===== src/rtl/traffic_pkg.sv =====
// Shared types and light encodings for the multi-phase intersection controller.
package traffic_pkg;

    typedef enum logic [2:0] {
        S_RESET  = 3'd0,
        S_GREEN  = 3'd1,
        S_YELLOW = 3'd2,
        S_ALLRED = 3'd3,
        S_WALK   = 3'd4,
        S_CLEAR  = 3'd5,
        S_FLASH  = 3'd6
    } state_t;

    // Vehicle head encoding {red, yellow, green}
    localparam logic [2:0] LT_RED = 3'b100;
    localparam logic [2:0] LT_YEL = 3'b010;
    localparam logic [2:0] LT_GRN = 3'b001;
    localparam logic [2:0] LT_OFF = 3'b000;

    // Pedestrian head encoding {red, walk}
    localparam logic [1:0] PED_DONT = 2'b10;
    localparam logic [1:0] PED_WALK = 2'b01;
    localparam logic [1:0] PED_OFF  = 2'b00;

    // Seconds counter width: every interval is 1..99 s
    localparam int SEC_W = 7;

endpackage


===== src/rtl/traffic_phase_ctrl_if.sv =====
// Request/light bundle between the intersection controller and the board.
interface traffic_phase_ctrl_if #(
    parameter int N_PHASES = 4
) ();
    localparam int PHASE_W = (N_PHASES > 1) ? $clog2(N_PHASES) : 1;

    logic [N_PHASES-1:0]   ped_req;
    logic                  flash_mode;
    logic [3*N_PHASES-1:0] veh_lights;
    logic [2*N_PHASES-1:0] ped_lights;
    logic [N_PHASES-1:0]   ped_pending;
    logic [PHASE_W-1:0]    phase_idx;
    logic                  tick;
    logic [3:0]            bcd_ones;
    logic [3:0]            bcd_tens;

    // Board / stimulus side
    modport master (
        output ped_req, flash_mode,
        input  veh_lights, ped_lights, ped_pending, phase_idx, tick, bcd_ones, bcd_tens
    );

    // Controller side
    modport slave (
        input  ped_req, flash_mode,
        output veh_lights, ped_lights, ped_pending, phase_idx, tick, bcd_ones, bcd_tens
    );
endinterface


===== src/rtl/sec_tick_gen.sv =====
// Divides clk down to a one-cycle pulse per second; divider runs 0..CLK_FREQ-1.
module sec_tick_gen #(
    parameter int CLK_FREQ = 50_000_000
) (
    input  logic clk,
    input  logic reset,
    output logic tick
);
    localparam int DIV_W = (CLK_FREQ > 1) ? $clog2(CLK_FREQ) : 1;
    localparam logic [DIV_W-1:0] DIV_MAX = DIV_W'(CLK_FREQ - 1);

    logic [DIV_W-1:0] divider;

    // Free-running divider, wraps at the last cycle of each second
    always_ff @(posedge clk or posedge reset) begin
        if (reset) begin
            divider <= '0;
        end else if (divider == DIV_MAX) begin
            divider <= '0;
        end else begin
            divider <= divider + 1'b1;
        end
    end

    assign tick = (divider == DIV_MAX);

endmodule


===== src/rtl/traffic_phase_ctrl.sv =====
// Round-robin N-phase intersection controller with shared pedestrian interval,
// flash mode and a two-digit BCD countdown.
//
// state    | meaning
// ---------+------------------------------------------------------------
// S_RESET  | post-reset all-red hold
// S_GREEN  | phase phase_idx green
// S_YELLOW | phase phase_idx yellow
// S_ALLRED | clearance; picks flash / walk / next green at its end
// S_WALK   | served phases show pedestrian walk, all vehicles red
// S_CLEAR  | pedestrian clearance, everything red
// S_FLASH  | night/fault blinking, left on a tick with flash_mode low
module traffic_phase_ctrl
    import traffic_pkg::*;
#(
    parameter int CLK_FREQ = 50_000_000,
    parameter int N_PHASES = 4,
    parameter int T_GREEN  = 18,
    parameter int T_YELLOW = 4,
    parameter int T_ALLRED = 1,
    parameter int T_WALK   = 5,
    parameter int T_CLEAR  = 3,
    parameter int T_RESET  = 3
) (
    input  logic                  clk,
    input  logic                  reset,
    traffic_phase_ctrl_if.slave   bus
);
    // Must agree with the N_PHASES the connected interface was built with
    localparam int PHASE_W = (N_PHASES > 1) ? $clog2(N_PHASES) : 1;
    localparam logic [PHASE_W-1:0] LAST_PHASE = PHASE_W'(N_PHASES - 1);

    state_t               state;
    state_t               state_nxt;
    logic [SEC_W-1:0]     sec_left;
    logic [PHASE_W-1:0]   phase_idx;
    logic [N_PHASES-1:0]  ped_pending;
    logic [N_PHASES-1:0]  served_mask;
    logic                 blink_off;
    logic                 tick;
    logic                 entering;
    logic [3*N_PHASES-1:0] veh_lights;
    logic [2*N_PHASES-1:0] ped_lights;
    logic [SEC_W-1:0]     disp_val;

    // Reload value for the seconds counter on entry to a state
    function automatic logic [SEC_W-1:0] load_val(input state_t s);
        case (s)
            S_GREEN:  return SEC_W'(T_GREEN - 1);
            S_YELLOW: return SEC_W'(T_YELLOW - 1);
            S_ALLRED: return SEC_W'(T_ALLRED - 1);
            S_WALK:   return SEC_W'(T_WALK - 1);
            S_CLEAR:  return SEC_W'(T_CLEAR - 1);
            S_FLASH:  return '0;
            default:  return SEC_W'(T_RESET - 1);
        endcase
    endfunction

    sec_tick_gen #(
        .CLK_FREQ (CLK_FREQ)
    ) u_tick (
        .clk   (clk),
        .reset (reset),
        .tick  (tick)
    );

    // State register
    always_ff @(posedge clk or posedge reset) begin
        if (reset) begin
            state <= S_RESET;
        end else begin
            state <= state_nxt;
        end
    end

    // Next-state: only on a tick, and only when the interval has expired
    // (flash leaves on any tick once flash_mode drops)
    always_comb begin
        state_nxt = state;
        if (tick) begin
            if (state == S_FLASH) begin
                if (!bus.flash_mode) begin
                    state_nxt = S_ALLRED;
                end
            end else if (sec_left == '0) begin
                case (state)
                    S_RESET:  state_nxt = S_GREEN;
                    S_GREEN:  state_nxt = S_YELLOW;
                    S_YELLOW: state_nxt = S_ALLRED;
                    S_ALLRED: begin
                        if (bus.flash_mode) begin
                            state_nxt = S_FLASH;
                        end else if (|ped_pending) begin
                            state_nxt = S_WALK;
                        end else begin
                            state_nxt = S_GREEN;
                        end
                    end
                    S_WALK:   state_nxt = S_CLEAR;
                    S_CLEAR:  state_nxt = S_GREEN;
                    default:  state_nxt = S_RESET;
                endcase
            end
        end
    end

    assign entering = (state_nxt != state);

    // Countdown, phase pointer, pedestrian latches and flash blink phase
    always_ff @(posedge clk or posedge reset) begin
        if (reset) begin
            sec_left    <= SEC_W'(T_RESET - 1);
            phase_idx   <= '0;
            ped_pending <= '0;
            served_mask <= '0;
            blink_off   <= 1'b0;
        end else begin
            if (entering) begin
                sec_left <= load_val(state_nxt);
            end else if (tick && state != S_FLASH) begin
                sec_left <= sec_left - 1'b1;
            end

            if (entering && state_nxt == S_GREEN) begin
                if (state == S_RESET || phase_idx == LAST_PHASE) begin
                    phase_idx <= '0;
                end else begin
                    phase_idx <= phase_idx + 1'b1;
                end
            end else if (entering && state == S_FLASH) begin
                // Park on the last phase so the round-robin resumes at phase 0
                phase_idx <= LAST_PHASE;
            end

            if (state == S_RESET || state == S_FLASH || state_nxt == S_FLASH) begin
                ped_pending <= '0;
            end else if (entering && state_nxt == S_WALK) begin
                ped_pending <= '0;
            end else begin
                ped_pending <= ped_pending | bus.ped_req;
            end

            // A request arriving on the walk entry edge joins this walk
            if (entering && state_nxt == S_WALK) begin
                served_mask <= ped_pending | bus.ped_req;
            end

            if (entering && state_nxt == S_FLASH) begin
                blink_off <= 1'b0;
            end else if (state == S_FLASH && tick) begin
                blink_off <= ~blink_off;
            end
        end
    end

    // Lights and display decoded from registered state
    always_comb begin
        veh_lights = '0;
        ped_lights = '0;
        for (int p = 0; p < N_PHASES; p++) begin
            veh_lights[3*p +: 3] = LT_RED;
            ped_lights[2*p +: 2] = PED_DONT;
            case (state)
                S_GREEN: begin
                    if (phase_idx == PHASE_W'(p)) veh_lights[3*p +: 3] = LT_GRN;
                end
                S_YELLOW: begin
                    if (phase_idx == PHASE_W'(p)) veh_lights[3*p +: 3] = LT_YEL;
                end
                S_WALK: begin
                    if (served_mask[p]) ped_lights[2*p +: 2] = PED_WALK;
                end
                S_FLASH: begin
                    if (blink_off) begin
                        veh_lights[3*p +: 3] = LT_OFF;
                    end else if (p == 0) begin
                        veh_lights[3*p +: 3] = LT_YEL;
                    end else begin
                        veh_lights[3*p +: 3] = LT_RED;
                    end
                    ped_lights[2*p +: 2] = PED_OFF;
                end
                default: ;
            endcase
        end
        disp_val = (state == S_FLASH) ? '0 : sec_left + 1'b1;
    end

    assign bus.veh_lights  = veh_lights;
    assign bus.ped_lights  = ped_lights;
    assign bus.ped_pending = ped_pending;
    assign bus.phase_idx   = phase_idx;
    assign bus.tick        = tick;
    assign bus.bcd_tens    = 4'(disp_val / 7'd10);
    assign bus.bcd_ones    = 4'(disp_val % 7'd10);

endmodule


===== src/flat_wrapper.sv =====
// flat-port wrapper written by rule: the top's interface ports become plain ports
module traffic_phase_ctrl_flat import traffic_pkg::*;
#(
    parameter int CLK_FREQ = 50_000_000,
    parameter int N_PHASES = 4,
    parameter int T_GREEN  = 18,
    parameter int T_YELLOW = 4,
    parameter int T_ALLRED = 1,
    parameter int T_WALK   = 5,
    parameter int T_CLEAR  = 3,
    parameter int T_RESET  = 3
)
  (clk, reset, bus_ped_req, bus_flash_mode, bus_veh_lights, bus_ped_lights, bus_ped_pending, bus_phase_idx, bus_tick, bus_bcd_ones, bus_bcd_tens);
  traffic_phase_ctrl_if #(.N_PHASES(N_PHASES)) bus_i ();
  input  logic clk;
  input  logic reset;
  input wire logic [$bits(bus_i.ped_req)-1:0] bus_ped_req;
  input wire logic [$bits(bus_i.flash_mode)-1:0] bus_flash_mode;
  output wire logic [$bits(bus_i.veh_lights)-1:0] bus_veh_lights;
  output wire logic [$bits(bus_i.ped_lights)-1:0] bus_ped_lights;
  output wire logic [$bits(bus_i.ped_pending)-1:0] bus_ped_pending;
  output wire logic [$bits(bus_i.phase_idx)-1:0] bus_phase_idx;
  output wire logic [$bits(bus_i.tick)-1:0] bus_tick;
  output wire logic [$bits(bus_i.bcd_ones)-1:0] bus_bcd_ones;
  output wire logic [$bits(bus_i.bcd_tens)-1:0] bus_bcd_tens;
  assign bus_i.ped_req = bus_ped_req;
  assign bus_i.flash_mode = bus_flash_mode;
  assign bus_veh_lights = bus_i.veh_lights;
  assign bus_ped_lights = bus_i.ped_lights;
  assign bus_ped_pending = bus_i.ped_pending;
  assign bus_phase_idx = bus_i.phase_idx;
  assign bus_tick = bus_i.tick;
  assign bus_bcd_ones = bus_i.bcd_ones;
  assign bus_bcd_tens = bus_i.bcd_tens;
  traffic_phase_ctrl #(.CLK_FREQ(CLK_FREQ), .N_PHASES(N_PHASES), .T_GREEN(T_GREEN), .T_YELLOW(T_YELLOW), .T_ALLRED(T_ALLRED), .T_WALK(T_WALK), .T_CLEAR(T_CLEAR), .T_RESET(T_RESET)) u_core (.clk(clk), .reset(reset), .bus(bus_i));
endmodule

===== config.mk =====
export PLATFORM = sky130hd
export DESIGN_NAME = traffic_phase_ctrl_flat
export DESIGN_NICKNAME = d
export VERILOG_FILES = /design/src/rtl/traffic_pkg.sv /design/src/rtl/traffic_phase_ctrl_if.sv /design/src/rtl/sec_tick_gen.sv /design/src/rtl/traffic_phase_ctrl.sv /design/src/flat_wrapper.sv
export SDC_FILE = /design/constraint.sdc
export NUM_CORES = 1
export LEC_CHECK = 0
export ABC_AREA = 1
export BUFFER_PORTS_ARGS = -buffer_cell sky130_fd_sc_hd__buf_2
export CORE_ASPECT_RATIO = 1.75
export CORE_MARGIN = 5
export CORE_UTILIZATION = 45
export DETAILED_ROUTE_END_ITERATION = 16
export PLACE_DENSITY = 0.63
export REMOVE_ABC_BUFFERS = 1
export SLEW_MARGIN = 20
export SYNTH_ARGS = -nofsm -noshare
export SYNTH_HDL_FRONTEND = slang
export SYNTH_SLANG_ARGS = --single-unit

===== constraint.sdc =====
create_clock -name clk -period 7.1 [get_ports clk]
set_clock_uncertainty 0.05 [all_clocks]
set_input_delay 1.42 -clock clk [delete_from_list [all_inputs] [get_ports clk]]
set_output_delay 1.42 -clock clk [all_outputs]
set_load 0.05 [all_outputs]

; ---- Word level (Yosys, flattened, before mapping)
; Index checks and enable logic that the tools add are counted.
[word_totals]
register_bits = 47
in_bits = 7
output_inout_bits = 35
[op_classes]
n_addsub = 4
n_div = 2
n_eq_ne = 17
mux = 41
bitwise_logic = 2
n_reduce_logical = 18
[ops]
columns = cell, n
row1 = 2-to-1 mux 3 bit, 15
row2 = case mux 3 bit (3 select lines), 4
row3 = adder 26 x 1 -> 26 bit (second input constant), 1
row4 = equality test 26 bit (second input constant), 1
row5 = 2-to-1 mux 26 bit, 1
row6 = 2-to-1 mux 7 bit, 3
row7 = case mux 5 bit (4 select lines), 1
row8 = 2-to-1 mux 2 bit, 8
row9 = case mux 2 bit (2 select lines), 4
row10 = equality test 3 bit (second input constant), 5
row11 = case mux 3 bit (5 select lines), 1
row12 = equality test 3 x 2 -> 1 bit (second input constant), 4
row13 = 2-to-1 mux 4 bit, 2
row14 = adder 7 x 1 -> 7 bit (second input constant), 1
row15 = divider 7 x 4 -> 7 bit (second input constant), 1
row16 = zero test 7 bit, 1
row17 = remainder unit 7 x 4 -> 7 bit (second input constant), 1
row18 = subtractor 7 x 1 -> 7 bit (second input constant), 1
row19 = equality test 3 x 1 -> 1 bit (second input constant), 2
row20 = logical AND 1 bit, 6
row21 = nonzero test 2 bit, 3
row22 = equality test 2 bit (second input constant), 2
row23 = OR 4 bit, 1
row24 = OR reduction 2 bit, 2
row25 = 10 further kinds, 13

; ---- Longest topological paths before layout
[depth]
depth_word = 11
depth_mapped = 24
ltp_nobuf = 24

; ---- By module
; Synthesis repeated with hierarchy kept, for this count alone.
[unflattened]
hier_cells = 530
hier_area_um2 = 3627.2
[by_module_without_submodules]
columns = mod, instances, cells_each, area_per_inst_um2
row1 = traffic_phase_ctrl, 1, 315, 2043.2
row2 = sec_tick_gen, 1, 215, 1584.0

; ---- Least setup slack after synthesis
; No wires, ideal clock.
[synth_timing]
kind = register to output
start = register u_core.sec_left[1]
end = output port bus_bcd_ones[1]
arrival_ns = 3.429
required_ns = 5.630
path_slack_ns = 2.201
path_stages_with_launch = 23
path_buffers = 0
path_cell_list = dfstp_2 -> ha_1 -> nand2_2 -> nor2_2 -> a21oi_1 -> nor2_2 -> nand3_2 -> nand3_2 -> nand2_2 -> nand2_2 -> nand2_1 -> nand3_2 -> nand2_1 -> nand2_2 -> nand2_2 -> nand2_1 -> inv_1 -> ha_1 -> inv_1 -> nand3_2 -> nand3_2 -> nand2_1 -> nand2_1
[synth_via]
elab_chain_len = 3
[synth_lines]
columns = item, line
row1 = "start, declared", traffic_phase_ctrl.sv:35  ; logic [SEC_W-1:0] sec_left;
row2 = "start signal, assigned", traffic_phase_ctrl.sv:112  ; sec_left <= SEC_W'(T_RESET - 1);
row3 = "start signal, assigned", traffic_phase_ctrl.sv:119  ; sec_left <= load_val(state_nxt);
row4 = "start signal, assigned", traffic_phase_ctrl.sv:121  ; sec_left <= sec_left - 1'b1;
row5 = adder 7 x 1 -> 7 bit, traffic_phase_ctrl.sv:186  ; disp_val = (state == S_FLASH) ? '0 : sec_left + 1'b1;
row6 = 2-to-1 mux 7 bit, traffic_phase_ctrl.sv:186
row7 = remainder unit 7 x 4 -> 7 bit, traffic_phase_ctrl.sv:195  ; assign bus.bcd_ones = 4'(disp_val % 7'd10);
row8 = "end, declared", flat_wrapper.sv:24  ; output wire logic [$bits(bus_i.bcd_ones)-1:0] bus_bcd_ones;
; No other way between the ends.

; ---- Worst setup path in the final report
[layout_timing]
start = register u_core.sec_left[1]
end = output port bus_bcd_ones[2]
; Same word-level chain as after synthesis.

==> results.json <==
{
  "status": "completed",
  "path_class": "reg -> out",
  "nets": 520,
  "synth_area_per_cell_um2": 7.434,
  "synth_area_leaders": "dfrtp_1 (34%), inv_1 (8.2%), nand2_1 (8.2%)",
  "hold_violations": 0,
  "grt_max_degree": 48,
  "fillerInstances": 764,
  "fp.dieW_um": 75.90,
  "cts.sinks": 47,
  "p_comb_share_pct": 1.2,
  "clkSlewWorstSetupHoldPaths_ns": 0.06,
  "area_growth_syn_to_layout_pct": 14.20,
  "netlist_area_um2": 3420,
  "synth_edf_count": 0,
  "grt_usage_pct": 17.95,
  "p_sw_mw": 0.1064,
  "grt_pass1_vias": 3095,
  "setup_tns_ns": 0,
  "wl_met2_mm": 4.569,
  "vdd_drop_max_v": 0.0001434,
  "dr.pass1.iters": 4,
  "drv_cap": 0,
  "core_area_um2": 7515,
  "die_h_um": 125.3,
  "root_buffer": "clkbuf_16",
  "hp-class": "reg -> reg",
  "place_area_um2": 3715,
  "cts_htree_levels": 2,
  "async_reset_ff_share_pct": 100.0,
  "post_cts_resize_count": 0,
  "highest_layer": "met4",
  "wirelength_mm": 7.967,
  "p_leak_nw": 1.921,
  "viasPerCell": 5.165,
  "antenna_cells": 0,
  "ant_nets": 0,
  "required_ns": 5.63,
  "hpwl_mm": 6.343,
  "num_io_pins": 42,
  "final-setup-viol-count": 0,
  "port_buffers": 41,
  "arrival_ns": 3.34,
  "register_area_um2": 1177,
  "gp_congestion": 0.8377,
  "die_area_um2": 9511,
  "p_seq_share_pct": 46.4,
  "clock.fmax_ghz": 0.2078,
  "relSlewSlack_pct": 45.22,
  "pwr_density_cell_nw_per_um2": 147.9,
  "grt_antenna_before_repair": 0,
  "dp_cells": 586,
  "wl_per_cell_um": 13.41,
  "clkLatencyLatePin_ns": 0.29,
  "stdcell_area_um2": 3905,
  "synthFlopType": "dfrtp_1",
  "synth_top_area_share_pct": 33.66,
  "met3_length_um": 229,
  "hold_ws_ns": 0.4070,
  "worst_slew_pin_slew_ns": 0.8208,
  "post-place-ws_ns": 2.574,
  "syn_inst": 460,
  "multi_input_area_um2": 1907,
  "cts_buffers": 5,
  "ys_warn_count": 0,
  "vias": 3068,
  "cts_tree": "yes",
  "p_total_mw": 0.5774,
  "ctsHoldBuffers": 0,
  "synth-seq-area-share_pct": 34.43,
  "final_cells": 594,
  "grt.overflow.total": 0,
  "rows": 42,
  "cp-end-kind": "primary output",
  "synth_largest_area_cell": "dfrtp_1",
  "drv_slew": 0,
  "layout-drive-gt1-share_pct": 23.32,
  "post-route-util_pct": 51.96,
  "crit_fanout": 5,
  "sw_frac_of_total_pct": 18.42,
  "grt_pass1_wl_mm": 13.36,
  "ys_types": 46,
  "p_int_mw": 0.4710,
  "initial_core_util_pct": 45.50,
  "drt_iter0_markers": 104,
  "post_cts_buffers": 0,
  "synth-seq-cells": 47,
  "period_minus_slack_ns": 4.812,
  "post-route-drc-count": 0,
  "ctsLongestPathBuffers": 2,
  "pwr-share-clk_pct": 52.4,
  "rsz0062_at_grt": "false",
  "postLayoutSetupSlackWorst_ns": 2.288,
  "fin_crit_sh_pct": 67.77,
  "met1_length_mm": 2.840,
  "crit_path_start_kind": "flop"
}
layer usage:
layer / up-vias / GRT usage, %
li1: 1549 / -
met5: - / 0
met1: 1446 / 17.44
met3: 21 / 2.892
met2: 52 / 33.89
met4: 0 / 8.960
path summary, 6_finish.rpt:
kind | slack [ns] | depth (start not counted) | from | to
min in group asynchronous | 1.20 | 2 | reset | u_core.bus.ped_pending[2]
max | 2.29 | 22 | u_core.sec_left[1] | bus_bcd_ones[2]
min reg2reg | 0.41 | 1 | u_core.u_tick.divider[0] | u_core.u_tick.divider[0]
max reg2reg | 4.34 | 14 | u_core.sec_left[0] | u_core.bus.ped_pending[0]
min | 0.41 | 1 | u_core.u_tick.divider[0] | u_core.u_tick.divider[0]
max in group asynchronous | 5.30 | 2 | reset | u_core.sec_left[3]
synthesized netlist by cell type, types with 2 or more instances:
master	instances
nand3_2	8
nand4_2	2
nor2_1	63
dfrtp_1	46
nor4_1	3
or2_1	2
buf_4	2
o21ai_0	18
nand3_1	28
ha_1	8
o21ai_1	5
nor2_2	14
nand3_4	2
nor3_4	2
xnor2_1	3
nor3_1	8
nand4_1	12
a21oi_1	17
o21ai_2	2
nand2_2	16
inv_1	75
nor3_2	3
inv_2	6
xor2_1	18
or2_2	2
nand2_1	75
worst max-delay path, stage by stage (launching register included):
cell and delay, ns:
dfstp_2 0.55, ha_1 0.18, nand2_2 0.07, nor2_2 0.18, nand2_1 0.07, nand2_1 0.06, nand3_1 0.08, nand3_1 0.14
nand3_2 0.11, nand2_2 0.10, nand2_2 0.08, or2_0 0.21, nand2_2 0.10, nand3_1 0.10, nand2_1 0.12, inv_1 0.05
ha_1 0.18, inv_1 0.07, nand3_2 0.11, nand3_2 0.11, nand2_1 0.06, nand2_1 0.05, buf_2 0.26
power by group through the flow:
stage / clock, mW / sequential, mW / combinational (mW)
final: 0.303 / 0.268 / 0.00708
after floorplan: 0 / 0.273 / 0.00406
after CTS: 0.309 / 0.268 / 0.00759
after global routing: 0.320 / 0.268 / 0.00857
after global placement: 0 / 0.273 / 0.00756
after detailed placement: 0 / 0.273 / 0.00761
kinds of logic after synthesis:
logic type | synth area share, %
xor+xnor | 6.184
simple gates | 38.24
flops | 34.43
compound gates | 8.416
buf+inv | 9.806
fa+ha+maj | 2.927
registers in the layout, indices dropped and copies added (netlist names):
name                    cells
u_core.bus.ped_pending      4
u_core.blink_off            1
u_core.state                3
u_core.served_mask          4
u_core.bus.phase_idx        2
u_core.sec_left             7
u_core.u_tick.divider      26
layout by cell type (no fill, tap or decap), types with 2 or more instances in the layout:
| cell type | count |
|---|---|
| nand3_1 | 28 |
| nand2_2 | 16 |
| dfrtp_1 | 46 |
| clkbuf_16 | 5 |
| nand4_2 | 2 |
| nor3_4 | 2 |
| a21oi_1 | 17 |
| bufinv_16 | 2 |
| nand4_1 | 12 |
| nor3_2 | 3 |
| nor2_2 | 14 |
| inv_1 | 74 |
| or2_1 | 2 |
| nand3_4 | 2 |
| nor4_1 | 3 |
| nand2_1 | 75 |
| inv_2 | 6 |
| o21ai_0 | 18 |
| o21ai_1 | 5 |
| nand3_2 | 8 |
| nor2_1 | 63 |
| clkinv_2 | 2 |
| o21ai_2 | 2 |
| xor2_1 | 18 |
| xnor2_1 | 3 |
| ha_1 | 8 |
| nor3_1 | 8 |
| buf_2 | 41 |
| or2_2 | 2 |
area by class of cell:
cell class,instances,share of cell area (%)
inverter,83,8.106
sequential,47,30.15
multi-input combinational,327,48.83
timing repair buffer,41,5.255
tap,88,2.820
clock buffer,6,3.300
clock inverter,2,1.538
(Power assumes the default switching activity.)
